## config.mk

```make
export PLATFORM = sky130hd
export DESIGN_NAME = rfphoenix_mt_insn_queue
export DESIGN_NICKNAME = d
export VERILOG_FILES = /design/src/rtl/rfphoenix_mt_insn_queue.sv
export SDC_FILE = /design/constraint.sdc
export NUM_CORES = 2
export LEC_CHECK = 0
export CORE_ASPECT_RATIO = 1.25
export CORE_MARGIN = 1.5
export CORE_UTILIZATION = 64
export CTS_BUF_LIST = sky130_fd_sc_hd__clkbuf_2
export CTS_CLUSTER_SIZE = 10
export DETAILED_ROUTE_END_ITERATION = 6
export HOLD_SLACK_MARGIN = 0.15
export PLACE_DENSITY = 0.84
export SYNTH_ARGS = -nofsm -noshare
export SYNTH_HDL_FRONTEND = slang
export SYNTH_SLANG_ARGS = --single-unit
```

## constraint.sdc

```tcl
create_clock -name clk -period 19.1 [get_ports clk]
set_input_delay 3.82 -clock clk [delete_from_list [all_inputs] [get_ports clk]]
set_output_delay 3.82 -clock clk [all_outputs]
set_load 0.01 [all_outputs]
```

## src/rtl/rfphoenix_mt_insn_queue.sv

```systemverilog
// Multi-thread instruction queue: NTHR independent circular FIFOs sharing one
// distributed RAM indexed {tid,ptr}, with first-word-fall-through peek and per-thread flush.
module rfphoenix_mt_insn_queue #(
  parameter int NTHR   = 4,
  parameter int DEP    = 8,
  parameter int WID    = 128,
  parameter int AFMARG = 1,
  localparam int TW    = (NTHR > 1) ? $clog2(NTHR) : 1,
  localparam int PW    = $clog2(DEP),
  localparam int CW    = $clog2(DEP + 1)
) (
  input  logic                 rst,
  input  logic                 clk,
  input  logic                 wr,
  input  logic [TW-1:0]        wr_tid,
  input  logic [WID-1:0]       din,
  input  logic                 rd,
  input  logic [TW-1:0]        rd_tid,
  output logic [WID-1:0]       dout,
  output logic                 v,
  input  logic [NTHR-1:0]      flush,
  output logic [NTHR*CW-1:0]   cnt,
  output logic [NTHR-1:0]      empty,
  output logic [NTHR-1:0]      full,
  output logic [NTHR-1:0]      almost_full,
  output logic                 overflow,
  output logic                 underflow
);

  logic [WID-1:0] mem [NTHR*DEP];

  logic [PW-1:0]   rptr_q [NTHR];
  logic [PW-1:0]   rptr_d [NTHR];
  logic [PW-1:0]   wptr_q [NTHR];
  logic [PW-1:0]   wptr_d [NTHR];
  logic [CW-1:0]   cnt_q  [NTHR];
  logic [CW-1:0]   cnt_d  [NTHR];
  logic [NTHR-1:0] empty_q, empty_d;
  logic [NTHR-1:0] full_q, full_d;
  logic [NTHR-1:0] afull_q, afull_d;
  logic            ovf_q, ovf_d;
  logic            unf_q, unf_d;
  logic [NTHR-1:0] push, pop;

  // Out-of-range tids never match any t, so such requests fall out silently.
  always_comb begin
    ovf_d = 1'b0;
    unf_d = 1'b0;
    for (int t = 0; t < NTHR; t++) begin
      pop[t]  = rd && (rd_tid == TW'(t)) && !empty_q[t] && !flush[t];
      push[t] = wr && (wr_tid == TW'(t)) && (!full_q[t] || pop[t]) && !flush[t];
      if (wr && (wr_tid == TW'(t)) && full_q[t] && !pop[t] && !flush[t])
        ovf_d = 1'b1;
      if (rd && (rd_tid == TW'(t)) && empty_q[t] && !flush[t])
        unf_d = 1'b1;
      if (flush[t]) begin
        rptr_d[t] = '0;
        wptr_d[t] = '0;
        cnt_d[t]  = '0;
      end else begin
        rptr_d[t] = pop[t]  ? rptr_q[t] + PW'(1) : rptr_q[t];
        wptr_d[t] = push[t] ? wptr_q[t] + PW'(1) : wptr_q[t];
        cnt_d[t]  = cnt_q[t] + CW'(push[t]) - CW'(pop[t]);
      end
      empty_d[t] = (cnt_d[t] == '0);
      full_d[t]  = (cnt_d[t] == CW'(DEP));
      afull_d[t] = (cnt_d[t] >= CW'(DEP - AFMARG));
    end
  end

  always_ff @(posedge clk or posedge rst) begin
    if (rst) begin
      for (int t = 0; t < NTHR; t++) begin
        rptr_q[t] <= '0;
        wptr_q[t] <= '0;
        cnt_q[t]  <= '0;
      end
      empty_q <= '1;
      full_q  <= '0;
      afull_q <= '0;
      ovf_q   <= 1'b0;
      unf_q   <= 1'b0;
    end else begin
      for (int t = 0; t < NTHR; t++) begin
        rptr_q[t] <= rptr_d[t];
        wptr_q[t] <= wptr_d[t];
        cnt_q[t]  <= cnt_d[t];
      end
      empty_q <= empty_d;
      full_q  <= full_d;
      afull_q <= afull_d;
      ovf_q   <= ovf_d;
      unf_q   <= unf_d;
    end
  end

  // Storage is deliberately unreset; occupancy state alone defines validity.
  always_ff @(posedge clk) begin
    for (int t = 0; t < NTHR; t++) begin
      if (push[t]) mem[{TW'(t), wptr_q[t]}] <= din;
    end
  end

  always_comb begin
    dout = '0;
    v    = 1'b0;
    cnt  = '0;
    for (int t = 0; t < NTHR; t++) begin
      cnt[t*CW +: CW] = cnt_q[t];
      if ((rd_tid == TW'(t)) && !empty_q[t]) begin
        dout = mem[{TW'(t), rptr_q[t]}];
        v    = 1'b1;
      end
    end
  end

  assign empty       = empty_q;
  assign full        = full_q;
  assign almost_full = afull_q;
  assign overflow    = ovf_q;
  assign underflow   = unf_q;

endmodule

```

==> metrics.txt <==
RSZ-0062 raised after global routing=false; Most used DFF post-synth=edfxtp_1; # setup viols final=0; Crit Path Class=primary input to output pin; R2R Path End=mem[12][83]; flop-to-flop setup slack=13.46 ns; NetSw=3.98 mW; DRT antenna net count=0; CTS max path bufs=4; CTS Buf Count=896; Synth area leaders=edfxtp_1 78%, mux4_2 15%, mux2i_1 3.3%; first-pass GRT wire length=584,000 um; violated checks=max-capacitance violations, max-slew violations; Site Rows=203; Post-CTS Hold Fix Bufs=0; Layout area overhead=9.64%; number of synthesized register bits=4,150; H-Tree Depth=6; Leakage=53.3 nW; worst reg2reg path depth=9; Comb power frac=5.8%; initial antenna violation count=49; largest area contributor in the netlist=edfxtp_1; Final #Nets=7,866; CP endpoint kind=output pin; Flop pwr share=61.9%; Max-Cap Viols=1; Finished Cell Area=174,000 um^2; post-synth top area share=77.7%; WP data required=15.28 ns; I/O pins=299; synth warn=0; Sw Share=24.2%; total power=16.4 mW; synthesized netlist cell count=6,711; Port-buffer cells=298; worst min-delay path class=flop to flop; CP max FO=57; VDD IR max=0.0000595 V; Post-CTS Repair Setup Buffers=0; Root Buffer=clkbuf_2; post-cts resize count=0; max_slew headroom=-0.445%; die area=250,000 um^2; f_max=0.0843 GHz; sequential element share of the synthesized area=78.6%; CP Launch Type=primary input; CTS tree=built; via count=80,627; most instantiated library cell after synthesis=edfxtp_1; Post-synth EDFFs=4,096; hold_sp=wptr_q[3]; run status=finished with violations; mean post-synth cell area=23.6 um^2; Initial Util=64.5%; clock skew=0.196 ns; Routability Congestion=0.822; Post-DP HPWL=222,000 um; Pint=12.4 mW; Hold EP=wptr_q[3]; 1st-iter DRT viols=12,088; drt drc=0; CP Data Arrival Time=8.04 ns; pre-CTS setup slack=7.29 ns; transition time of the tightest slew-check pin=1.46 ns; Overflow after GRT=0; Pre-antenna DRT Iters=6; Tot GR Track Use=33.4%; Final Max Tran Viols=1; hold-critical path depth=2; setup slack after layout=7.24 ns; FF-to-FF Start=empty[2]; via/cell ratio=6.91; Setup TNS=0 ns; core area=245,000 um^2; fin crit share=62.1%; final count of hold timing violations=0; CTS clk-pin slew, worst paths=0.09 ns; asr flop ratio synth=1.30%; Period minus WS final=11.86 ns; share of cells above drive strength 1=30.8%; WL/cell=35.9 um; CTS sink cnt=4,150; Post-Syn Area=158,000 um^2; Unique masters post-synth=52; DIE WIDTH=448 um; Placed Area=166,000 um^2; largest net degree at the start of global routing=133; vias in the first global route=83,738; Clock power frac=32.3%; worst-skew pair later-pin latency=2.04 ns; top cells by count, synth=4,096 x edfxtp_1, 1,024 x mux4_2, 515 x mux2i_1, 258 x o22ai_1, 186 x clkbuf_1; final WL=419,000 um; WHS=0.606 ns; syn_nets=6,879; Die H=559 um; pwr/cell area=94.5 nW/um^2
==> state kept, by name (all words and copies together), names as in the netlist <==
name,cells
mem,4096
cnt,16
overflow,1
wptr_q,12
almost_full,4
rptr_q,12
underflow,1
full,4
empty,4
==> placed cells by master (no fill, tap or decap), types with 11 or more instances in the layout <==
| master | Yosys | layout |
|---|---|---|
| edfxtp_1 | 4096 | 4096 |
| inv_1 | 29 | 28 |
| clkbuf_2 | 0 | 1253 |
| mux2i_1 | 515 | 515 |
| o22ai_1 | 258 | 258 |
| inv_2 | 1 | 16 |
| nor2_1 | 56 | 46 |
| dfrtp_4 | 0 | 12 |
| clkdlybuf4s50_1 | 0 | 298 |
| nand2_1 | 28 | 26 |
| ha_1 | 24 | 24 |
| xnor2_1 | 17 | 17 |
| bufinv_16 | 0 | 12 |
| clkinv_2 | 0 | 43 |
| mux4_2 | 1024 | 1024 |
| xor2_1 | 11 | 11 |
| diode_2 | 0 | 28 |
| clkinv_1 | 0 | 220 |
| dfrtp_1 | 50 | 38 |
| or2_1 | 128 | 128 |
| buf_12 | 0 | 24 |
| nor3_2 | 0 | 13 |
| buf_4 | 0 | 124 |
==> kinds of logic after synthesis <==
logic type / share of synthesized area (%)
simple gates: 1.00
fa+ha+maj: 0.240
buf+inv: 1.01
compound gates: 1.19
xor+xnor: 0.155
flops: 78.6
mux: 17.8
==> cell type report <==
cell class              count  area (um^2)
flip-flops and latches   4150       124000
fillers                 13947        71800
repair buffers            446         4390
diodes                     28         70.1
multi-input cells        2174        32500
clock buffers            1253         6270
clock inverters           309         1630
well taps                3280         4100
inverters                  30          113
==> metal layers <==
layer | global-route usage, % | vias to the layer above | share of wire [%]
met5 | 0 | - | 0.070
met4 | 18.6 | 46 | 6.1
met3 | 7.68 | 1327 | 13
met2 | 54.2 | 7104 | 50
met1 | 42.1 | 40949 | 31
li1 | - | 31201 | -
==> how the worst max path moves through the flow <==
stage	from	to
2_1_floorplan	rd_tid[0]	mem[16][0]
3_3_place_gp	rd_tid[1]	dout[23]
3_5_place_dp	rd_tid[1]	dout[23]
4_1_cts	rd_tid[1]	dout[23]
5_1_grt	rd_tid[1]	dout[23]
6_report	rd_tid[1]	dout[14]
==> per-stage QoR <==
step | util [%] | std cells
2_1_floorplan | - | 6711
3_3_place_gp | 67.5 | 10080
3_5_place_dp | 67.5 | 10080
4_1_cts | 70.7 | 11642
5_1_grt | 70.7 | 11665
6_report | 70.7 | 11670
==> worst max-delay path: stages <==
cell and delay [ns]:
clkdlybuf4s50_1 0.80, nor2_1 0.16, nand2_4 0.90, buf_4 0.66, buf_4 0.58, o22ai_1 0.18
or2_1 0.34, clkdlybuf4s50_1 0.52
==> power groups by stage <==
stage | Sequential [mW] | Combinational, mW | Clock [mW]
final | 10.2 | 0.948 | 5.30
after global routing | 10.2 | 0.989 | 5.76
after CTS | 10.2 | 0.940 | 5.32
after detailed placement | 10.4 | 0.937 | 0
after global placement | 10.3 | 0.905 | 0
after floorplan | 10.4 | 0.453 | 0
Note: power is estimated with default switching activity, not from simulation.
